$ cat config.mk
export PLATFORM = sky130hd
export DESIGN_NAME = maxpool_relu
export DESIGN_NICKNAME = d
export VERILOG_FILES = /design/src/rtl/cnn_pkg.sv /design/src/rtl/maxpool_channel.sv /design/src/rtl/maxpool_relu.sv
export SDC_FILE = /design/constraint.sdc
export NUM_CORES = 1
export LEC_CHECK = 0
export ABC_AREA = 1
export BUFFER_PORTS_ARGS = -buffer_cell sky130_fd_sc_hd__buf_2
export CORE_MARGIN = 4
export CORE_UTILIZATION = 45
export DETAILED_ROUTE_END_ITERATION = 6
export PLACE_DENSITY_LB_ADDON = 0.05
export REMOVE_ABC_BUFFERS = 1
export SYNTH_ARGS = -nofsm -noshare
export SYNTH_HDL_FRONTEND = slang
export SYNTH_SLANG_ARGS = --single-unit
$ cat constraint.sdc
create_clock -name clk -period 5.5 [get_ports clk]
set_clock_uncertainty 0.1 [all_clocks]
set_input_delay 0.825 -clock clk [delete_from_list [all_inputs] [get_ports clk]]
set_output_delay 0.825 -clock clk [all_outputs]
set_load 0.005 [all_outputs]
$ cat src/rtl/cnn_pkg.sv
// Widths and helpers shared by the conv/pool pipeline stages.
package cnn_pkg;
   localparam int DATA_W = 12;
   localparam int NUM_CH = 3;

   function automatic logic signed [DATA_W-1:0] relu(input logic signed [DATA_W-1:0] x);
      return x[DATA_W-1] ? '0 : x;
   endfunction
endpackage

$ cat src/rtl/maxpool_channel.sv
// One channel of 2x2 max-pool + ReLU: pair hold register, half-row line buffer, output register.
module maxpool_channel
   import cnn_pkg::*;
#(
   parameter int MAP_W = 24,
   parameter int HCW   = 4
) (
   input  logic                     clk,
   input  logic                     rst_n,
   input  logic                     valid_in,
   input  logic                     col_odd,
   input  logic                     row_odd,
   input  logic [HCW-1:0]           half_col,
   input  logic signed [DATA_W-1:0] sample,
   output logic signed [DATA_W-1:0] pool_out
);

   logic signed [DATA_W-1:0] h;
   logic signed [DATA_W-1:0] pm;
   logic signed [DATA_W-1:0] m;
   logic signed [DATA_W-1:0] lbuf_rd;
   logic signed [DATA_W-1:0] lbuf [MAP_W/2];

   assign pm      = (sample > h) ? sample : h;
   assign lbuf_rd = lbuf[half_col];
   assign m       = (lbuf_rd > pm) ? lbuf_rd : pm;

   // Line buffer needs no reset: every entry is rewritten on an even row before the odd row reads it.
   always_ff @(posedge clk) begin
      if (rst_n && valid_in && col_odd && !row_odd)
         lbuf[half_col] <= pm;
   end

   always_ff @(posedge clk) begin
      if (!rst_n) begin
         h        <= '0;
         pool_out <= '0;
      end else if (valid_in) begin
         if (!col_odd)
            h <= sample;
         else if (row_odd)
            pool_out <= relu(m);
      end
   end

endmodule

$ cat src/rtl/maxpool_relu.sv
// 2x2 stride-2 max-pool + ReLU over three raster-order feature-map streams.
module maxpool_relu
   import cnn_pkg::*;
#(
   parameter int DATA_W = cnn_pkg::DATA_W,
   parameter int MAP_W  = 24,
   parameter int MAP_H  = 24
) (
   input  logic                     clk,
   input  logic                     rst_n,
   input  logic                     valid_in,
   input  logic signed [DATA_W-1:0] conv_in_1,
   input  logic signed [DATA_W-1:0] conv_in_2,
   input  logic signed [DATA_W-1:0] conv_in_3,
   output logic signed [DATA_W-1:0] pool_out_1,
   output logic signed [DATA_W-1:0] pool_out_2,
   output logic signed [DATA_W-1:0] pool_out_3,
   output logic                     valid_out,
   output logic                     frame_done
);

   localparam int CW  = (MAP_W > 1) ? $clog2(MAP_W) : 1;
   localparam int RW  = (MAP_H > 1) ? $clog2(MAP_H) : 1;
   localparam int HCW = (MAP_W > 2) ? $clog2(MAP_W / 2) : 1;

   if ((MAP_W % 2) != 0 || MAP_W < 2) begin : g_bad_map_w
      $error("maxpool_relu: MAP_W must be even and nonzero");
   end
   if ((MAP_H % 2) != 0 || MAP_H < 2) begin : g_bad_map_h
      $error("maxpool_relu: MAP_H must be even and nonzero");
   end
   if (DATA_W != cnn_pkg::DATA_W) begin : g_bad_data_w
      $error("maxpool_relu: DATA_W must match the shared pipeline width");
   end

   logic [CW-1:0]  col;
   logic [RW-1:0]  row;
   logic           col_last;
   logic           row_last;
   logic [HCW-1:0] half_col;

   assign col_last = (col == CW'(MAP_W - 1));
   assign row_last = (row == RW'(MAP_H - 1));
   assign half_col = HCW'(col >> 1);

   always_ff @(posedge clk) begin
      if (!rst_n) begin
         col        <= '0;
         row        <= '0;
         valid_out  <= 1'b0;
         frame_done <= 1'b0;
      end else begin
         valid_out  <= valid_in & col[0] & row[0];
         frame_done <= valid_in & col_last & row_last;
         if (valid_in) begin
            if (col_last) begin
               col <= '0;
               row <= row_last ? '0 : row + 1'b1;
            end else begin
               col <= col + 1'b1;
            end
         end
      end
   end

   logic signed [DATA_W-1:0] ch_in  [NUM_CH];
   logic signed [DATA_W-1:0] ch_out [NUM_CH];

   assign ch_in[0]   = conv_in_1;
   assign ch_in[1]   = conv_in_2;
   assign ch_in[2]   = conv_in_3;
   assign pool_out_1 = ch_out[0];
   assign pool_out_2 = ch_out[1];
   assign pool_out_3 = ch_out[2];

   for (genvar g = 0; g < NUM_CH; g++) begin : g_ch
      maxpool_channel #(
         .MAP_W (MAP_W),
         .HCW   (HCW)
      ) u_ch (
         .clk      (clk),
         .rst_n    (rst_n),
         .valid_in (valid_in),
         .col_odd  (col[0]),
         .row_odd  (row[0]),
         .half_col (half_col),
         .sample   (ch_in[g]),
         .pool_out (ch_out[g])
      );
   end

endmodule

======== Yosys cells after proc, flatten, opt, wreduce, memory -nomap -nowiden ========
Memory sizes are Yosys's and may differ from the RTL's. A register that Yosys moved wholly into a read port is not among the register bits.
Index checks and enable logic that the tools add are counted.
storage, ports and cells
  output and inout bits ................... 38
  flip-flop bits (word level) ............. 84
  bits in writable memories ............... 432
  memories ................................ 3
  bits of input ports ..................... 39
  word-level logic and storage cells ...... 54
cells by class
  equal/unequal tests ..................... 2
  reduce and logical (&&, ||, !) cells .... 7
  muxes and demuxes ....................... 19
  bitwise logic cells ..................... 5
  order comparisons ....................... 6
  add/subtract/negate cells ............... 2
memories
  name               depth  width  rd ports  clocked after memory_dff  write ports  line                   RTL
  g_ch[0].u_ch.lbuf  12     12     1         1                         1            maxpool_channel.sv:22  logic signed [DATA_W-1:0] lbuf [MAP_W/2];
  g_ch[1].u_ch.lbuf  12     12     1         1                         1            maxpool_channel.sv:22
  g_ch[2].u_ch.lbuf  12     12     1         1                         1            maxpool_channel.sv:22
operators by type and width
  cell                 number
  $gt 12x12->1         6
  $mux 12              6
  $mux 11              3
  $mux 4               6
  $add 5x1->5 const B  2
  $eq 5x5->1 const B   2
  $mux 5               2
  $and 1x1->1          4
  $reduce_and 2->1     2
  $logic_and 1x1->1    3
  $reduce_and 3->1     1
  $mux 1               2
  $logic_not 1->1      1
  $not 1->1            1

======== Logic depth before layout (Yosys ltp) ========
Gate-level depths: netlist of run 1.
  depth after elaboration ................. 5
  gate-level depth with buffers ........... 32
  gate-level depth less buffers ........... 30

======== Modules after synthesis ========
From an unflattened synthesis of run 1, not the netlist that was laid out.
unflattened totals
  cells, all modules ...................... 1,948
  area total of the unflattened synthesis .. 22,594.2 sq um
modules (own cells, without submodules)
  module                              instances  area each (sq um)  cells each  seq. area each (sq um)
  maxpool_channel (g_ch[1].u_ch ...)  2          7,352.1            625         4,784.6
  maxpool_channel (g_ch[0].u_ch)      1          7,323.3            617         4,784.6
  maxpool_relu                        1          566.8              81          240.2

======== Worst setup path after synthesis of run 1 ========
OpenSTA, ideal clock, no wires.
  path type ............................... in2reg
  start ................................... in conv_in_3[11]
  end ..................................... reg g_ch[2].u_ch.pool_out[0]
  data required time ...................... 5,268 ps
  data arrival time ....................... 4,143 ps
  setup time .............................. 132 ps
  cell stages on the path ................. 25
  setup slack ............................. 1,125 ps
  buffers on the path ..................... 2
  cells stage by stage .................... ha_1 -> nand2_1 -> inv_1 -> nand2_1 -> nor2_2 -> nand4_2 -> nand3_2 -> clkbuf_1 -> inv_1 -> o21ai_0 -> inv_1 -> ha_1 -> a21oi_1 -> o21ai_0 -> nand3_1 -> nand2_1 -> inv_2 -> nand2_2 -> nand2_2 -> nand3_2 -> buf_6 -> nand2_1 -> nand2_1 -> nand3_1 -> a21oi_1
on the way
  word-level cells in the longest chain between the ends .. 5
RTL lines
  what                    line                   RTL
  start: declaration      maxpool_relu.sv:14     input logic signed [DATA_W-1:0] conv_in_3,
  $gt 12x12->1            maxpool_channel.sv:24  assign pm = (sample > h) ? sample : h;
  $mux 12                 maxpool_channel.sv:24
  net g_ch[2].u_ch.pm[1]  maxpool_channel.sv:19  logic signed [DATA_W-1:0] pm;
  $gt 12x12->1            maxpool_channel.sv:26  assign m = (lbuf_rd > pm) ? lbuf_rd : pm;
  $mux 12                 maxpool_channel.sv:26
  $mux 11                 cnn_pkg.sv:7           return x[DATA_W-1] ? '0 : x;
  end signal: assignment  maxpool_channel.sv:42  pool_out <= relu(m);
  end: declaration        maxpool_channel.sv:15  output logic signed [DATA_W-1:0] pool_out
The timed path passes the listed nets, and every way through them passes these cells.
A chain may end at the register's enable or synchronous reset.

======== Worst setup path in the final report of run 1 ========
  start ................................... reg g_ch[1].u_ch.h[11]
  end ..................................... reg g_ch[1].u_ch.pool_out[2]
on the way
  word-level cells in the longest chain between the ends .. 5
RTL lines
  what                      line                   RTL
  start: declaration        maxpool_channel.sv:18  logic signed [DATA_W-1:0] h;
  start signal: assignment  maxpool_channel.sv:40  h <= sample;
  $gt 12x12->1              maxpool_channel.sv:24
  $mux 12                   maxpool_channel.sv:24
  net g_ch[1].u_ch.pm[1]    maxpool_channel.sv:19
  $gt 12x12->1              maxpool_channel.sv:26
  $mux 12                   maxpool_channel.sv:26
  $mux 11                   cnn_pkg.sv:7
  end signal: assignment    maxpool_channel.sv:42
  end: declaration          maxpool_channel.sv:15
The timed path passes the listed nets, and every way through them passes these cells.

==> metrics.txt, run 1 <==
status finished, final reports clean; flop and latch count out of synthesis 517; clk_lat worst skew 0.60 ns; Synth cell types 40; number of synthesized flops with an enable pin 432; Data arrival, critical path 4.84 ns; Final GP Congestion 0.856; TritonCTS clock tree done; port bufs 73; CP Cell Sequence inv_1, ha_1, a21o_1, nor2_1, nand3_1, nand2_1, nand3_2, inv_1, nand2_1, o21ai_0, buf_4, inv_1, ha_1, nand2_1, nor2_1, nand4_1, nand3_2, nand2_2, nand2_2, nand3_1, a21oi_1; GR Util met3 2.56%; RR Startpoint g_ch[1].u_ch.h[11]$_SDFFE_PN0P_; worst r2r dst g_ch[1].u_ch.pool_out[2]$_SDFFE_PN0P_; GRT met1 Usage 31.2%; clk buf depth 3; Post-DP HPWL 37.8 mm; max_cap viols 0; Hold Path Class register to register; final WL 60.9 mm; hold buffers post-CTS 0; Cell Pwr Density 361 nW/µm²; Post-Synthesis Cells 2175; vias in the first global route 15500; Final Critical Period 4.43 ns; ys async rst share 0%; Hold Crit Depth 2; mean area per synthesized cell 10.9 µm²; post_cts resized 0; GRT Max-Usage Layer met2; # IOs 77; area growth from synthesis to layout 12.2%; hold slack 0.365 ns; r2r worst-path depth 21; full die area 56300 µm²; Die W 237 µm; overall global routing resource usage 21.4%; type of origin of the critical path register; dominant cell by count in the synthesized netlist edfxtp_1; Sink Count 517; Reg clk slew, reported paths 0.06 ns; global-route wire length before repair 93.5 mm; drt drc 0; initial core utilization 45.7%; # H-tree levels 2; WL/cell 20.6 µm; Worst path max stage delay 0.49 ns; largest net degree at the start of global routing 65; Filler Cell Count 4603; top cell type's share of synthesized area 54.8%; RSZ-0062 raised after global routing false; FF-to-FF setup slack 1.07 ns; Core ar. 51700 µm²; CP Max Fanout 15; site row count 83; Crit Path Category register to register; Final Max Slew Viols 0; Final Cycle Share 80.5%; Final #Nets 2346; Final TNS setup 0 ns; Max Fclk 0.226 GHz; slew margin rel. 27.6%; 1st-iter DRT viols 1372; clock root buffer clkbuf_16; Placed Instances 2864; top_reg_cell synth edfxtp_1; vias per cell 5.38; Yosys Warn Count 0; Final Hold Viols 0; Peak supply drop 0.227 mV; synth cell count leaders edfxtp_1, nand2_1, inv_1; WHS Endpoint g_ch[1].u_ch.pool_out[3]$_SDFFE_PN0P_; final number of setup-violating endpoints 0; via count 15900; Data required, critical path 5.91 ns; final core utilization 51.3%; grt ovf 0; non-filler cells, final 2965; Synth area leader edfxtp_1; Setup crit end kind register; Crit-path slowest cell nand4_1; postcts setup bufs 0; Leakage 10.3 nW; Final ANT Viol Nets 0; share of cells above drive strength 1 13.7%; GRT met2 Usage 33.8%; hold path start g_ch[1].u_ch.pool_out[3]$_SDFFE_PN0P_; initial antenna violation count 0; worst slew pin tran 1.08 ns; total CTS buffers 56; register area share after synthesis 62.0%; synth top area cells edfxtp_1, dfxtp_1, nand2_1, a21oi_1, o21ai_0; Syn Std Cell Area 23700 µm²; Pre-Repair DR Iteration Count 6; Chip Height 237 µm; total inserted antenna cells 0
kinds of logic (layout without fill, tap and decap cells):
kind of cell,Yosys count,count (layout),share of synthesized area [%]
xor gates and xnor gates,2,2,0.0741
other,1,3,0.0159
buffers and inverters,387,495,7.11
AOI/OAI and AO/OA,498,498,11.2
and+or+nand+nor,602,602,11.7
adders and majority gates,65,65,3.44
DFF,517,517,62.0
muxes,103,103,4.50
layout make-up:
cell class                      count  area, µm²  area share [%]
Clock buffer                       83       1590            6.00
Clock inverter                     18        196           0.740
Inverter                          271       1020            3.84
Multi-Input combinational cell   1273       7410            27.9
Sequential cell                   517      14700            55.3
Tap cell                          680        851            3.20
Timing Repair Buffer              123        803            3.03
worst max path at each step:
stage                                          from                                    end  slack, ns
finish              g_ch[1].u_ch.h[11]$_SDFFE_PN0P_  g_ch[1].u_ch.pool_out[2]$_SDFFE_PN0P_       1.07
global route        g_ch[0].u_ch.h[11]$_SDFFE_PN0P_  g_ch[0].u_ch.pool_out[2]$_SDFFE_PN0P_       0.47
CTS                 g_ch[0].u_ch.h[11]$_SDFFE_PN0P_  g_ch[0].u_ch.pool_out[9]$_SDFFE_PN0P_       1.04
detailed placement                    conv_in_1[11]  g_ch[0].u_ch.pool_out[9]$_SDFFE_PN0P_       0.48
global placement                      conv_in_1[11]  g_ch[0].u_ch.pool_out[2]$_SDFFE_PN0P_       0.46
floorplan                                  register  g_ch[2].u_ch.pool_out[9]$_SDFFE_PN0P_      -4.40
sequential cells by signal, summed over array words and instances, names as in the netlist, named ones only:
signal and count:
frame_done 1, g_ch.u_ch.h 36, row 5, g_ch.u_ch.pool_out 33, g_ch.u_ch.lbuf 432, valid_out 1
col 5
per-stage QoR:
step	power (mW)	worst slack (ns)	instance area [µm²]
after detailed placement	5.97	0.484	24800
after floorplan	5.56	-4.40	23000
final	9.57	1.07	26600
after global routing	10.0	0.469	26600
after global placement	5.95	0.460	24800
after CTS	9.67	1.04	26600
power breakdown:
part           switching [mW]  internal (mW)  leakage [nW]
sequential             0.0306           4.45          4.60
combinational           0.999          0.405          4.83
clock                    1.51           2.18         0.863
total                    2.54           7.04          10.3
critical path, delay by kind of cell, from the launching register on:
family / cells / cell delay (ns)
AND/OR/NAND/NOR: 12 / 2.17
buffers and inverters: 4 / 0.67
adder cells (fa/ha/maj): 2 / 0.62
AO/OA/AOI/OAI: 3 / 0.46
flip-flops: 1 / 0.33
cell usage in the layout, fill, tap and decap left out, drive strengths merged, types with 11 or more instances in the layout:
cell type and instances:
a211oi 11, o211ai 22, nand4 52, dfxtp 85
mux2i 88, nand2 344, mux2 15, buf 123
edfxtp 432, a31oi 19, clkbuf 83, nor2 56
ha 65, clkinv 15, a21oi 208, or2 21
nand3 121, inv 267, o21ai 234
per-layer routing:
metal / wire length, µm / vias to the layer above
li1: - / 7763
met1: 29300 / 7727
met3: 2610 / 105
met5: 0 / -
met4: 1590 / 0
met2: 27400 / 354
No activity file was read; power rests on OpenSTA's default activity.
==> run 2: changes to the inputs <==
==> constraint.sdc (replaced) <==
create_clock -name clk -period 4.55 [get_ports clk]
set_clock_uncertainty 0.1 [all_clocks]
set_input_delay 0.6825 -clock clk [delete_from_list [all_inputs] [get_ports clk]]
set_output_delay 0.6825 -clock clk [all_outputs]
set_load 0.005 [all_outputs]
==> run 2 against run 1 <==
Combinational power is 25% higher. Utilization grew 0.74 points. Register-to-register slack got worse by 0.60 ns. Sequential cell count stayed put.
==> metrics.txt, run 2 (synthesis results as in run 1) <==
status finished, final reports clean; WL/cell 20.3 µm; setup ws final 0.473 ns; overall global routing resource usage 21.1%; Final Max Slew Viols 0; total inserted antenna cells 0; Setup crit end kind register; largest register by flop count g_ch.u_ch.lbuf; clk_lat worst skew 0.61 ns; vias in the first global route 15600; Hold Path Class primary input to register; Final GP Congestion 0.855; Critical Path End g_ch[2].u_ch.pool_out[0]$_SDFFE_PN0P_; initial core utilization 45.7%; Data arrival, critical path 4.43 ns; worst slew pin tran 0.920 ns; Post-DP HPWL 37.6 mm; Clock power frac 39.7%; clk buf depth 3; pre-CTS WS 0.0646 ns; drt drc 0; final core utilization 52.1%; Crit-path slowest cell ha_1; Largest regs g_ch.u_ch.lbuf: 432 flops, g_ch.u_ch.h: 36 flops, g_ch.u_ch.pool_out: 33 flops; slew margin rel. 38.5%; Psw 3.10 mW; Comb pwr share 14.8%; site row count 83; Final Cycle Share 89.6%; hold buffers post-CTS 0; Die W 237 µm; # IOs 77; Total Power 11.9 mW; Reg power frac 45.5%; RR Startpoint g_ch[2].u_ch.h[11]$_SDFFE_PN0P_; Leakage 10.5 nW; Pre-Repair DR Iteration Count 5; Final TNS setup 0 ns; Worst path max stage delay 0.39 ns; CP bufs+invs 4; Chip Height 237 µm; CP delay by family, top simple AND/OR/NAND/NOR gates; most common cell after layout, fill and taps aside edfxtp_1; Reg clk slew, reported paths 0.06 ns; type of origin of the critical path register; global-route wire length before repair 92.1 mm; final WL 60.5 mm; # H-tree levels 2; Max Fclk 0.245 GHz; 1st-iter DRT viols 1230; area growth from synthesis to layout 13.9%; Peak supply drop 0.304 mV; CP Depth 25; worst r2r dst g_ch[2].u_ch.pool_out[0]$_SDFFE_PN0P_; Sink Count 517; r2r worst-path depth 25; total CTS buffers 55; Sw Ratio 26.1%; share of cells above drive strength 1 15.0%; Crit Path Category register to register; via count 16000; commonest cells after routing, fill and taps aside edfxtp_1, nand2_1, inv_1; Core ar. 51700 µm²; max_cap viols 0; FF-to-FF setup slack 0.47 ns; Data required, critical path 4.90 ns; CP Max Fanout 11; launch point of the critical path g_ch[2].u_ch.h[11]$_SDFFE_PN0P_; final number of setup-violating endpoints 0; Final Critical Period 4.08 ns; Cell Pwr Density 441 nW/µm²; TritonCTS clock tree done; Filler Cell Count 4559; vias per cell 5.35; port bufs 73; Final ANT Viol Nets 0; RSZ-0062 raised after global routing false; initial antenna violation count 2; Final #Nets 2365; hold slack 0.265 ns; clock root buffer clkbuf_16; largest net degree at the start of global routing 70; Final Hold Viols 0; max reg flops 432; full die area 56300 µm²; Int Pwr 8.78 mW; grt ovf 0
[run 2: area by class of cell]
cell class	count	area (µm²)	area share (%)
repair buffers	143	1060	3.94
inverters	271	1020	3.79
clock buffers	74	1570	5.83
flip-flops and latches	517	14700	54.5
clock inverters	29	347	1.29
multi-input cells	1273	7410	27.5
well taps	680	851	3.16
[run 2: routing by layer]
layer  part of all wire (%)  track usage (%)
met1                     47             30.0
met5                      0                0
met2                     47             34.4
met4                    1.9             5.41
met3                    4.6             3.02
[run 2: how the worst min path moves through the flow]
stage | endpoint | cells after the start | slack, ns | start
floorplan | row[2]$_SDFFE_PN0P_ | 2 | 0.34 | row[2]$_SDFFE_PN0P_
detailed placement | g_ch[2].u_ch.pool_out[7]$_SDFFE_PN0P_ | 2 | 0.35 | g_ch[2].u_ch.pool_out[7]$_SDFFE_PN0P_
CTS | g_ch[0].u_ch.h[7]$_SDFFE_PN0P_ | 3 | 0.22 | conv_in_1[7]
global placement | g_ch[2].u_ch.pool_out[3]$_SDFFE_PN0P_ | 2 | 0.36 | g_ch[2].u_ch.pool_out[3]$_SDFFE_PN0P_
finish | g_ch[0].u_ch.h[7]$_SDFFE_PN0P_ | 3 | 0.27 | conv_in_1[7]
global route | g_ch[0].u_ch.h[7]$_SDFFE_PN0P_ | 3 | 0.25 | conv_in_1[7]
[run 2: what timing repair did]
item / in CTS / in global routing
buffers inserted: 0 / 1
endpoints found under the setup margin: 0 / 2
resized for setup: 0 / 2
[run 2: per-stage QoR]
| step | cell area (µm²) | std cells |
|---|---|---|
| after floorplan | 23000 | 2061 |
| after global placement | 25000 | 2883 |
| after detailed placement | 25000 | 2883 |
| after CTS | 26900 | 2986 |
| after global routing | 26900 | 2987 |
| final | 26900 | 2987 |
[run 2: power groups by stage]
| stage | Combinational (mW) | Sequential [mW] | Clock (mW) |
|---|---|---|---|
| after global placement | 1.71 | 5.52 | 0 |
| after floorplan | 1.17 | 5.55 | 0 |
| final | 1.75 | 5.41 | 4.72 |
| after global routing | 2.00 | 5.41 | 5.01 |
| after detailed placement | 1.74 | 5.52 | 0 |
| after CTS | 1.75 | 5.42 | 4.82 |
[run 2: worst min-delay path, delay by kind of cell]
kind / cells / cell delay [ns]
buf+inv: 2 / 0.17
compound gates: 1 / 0.05
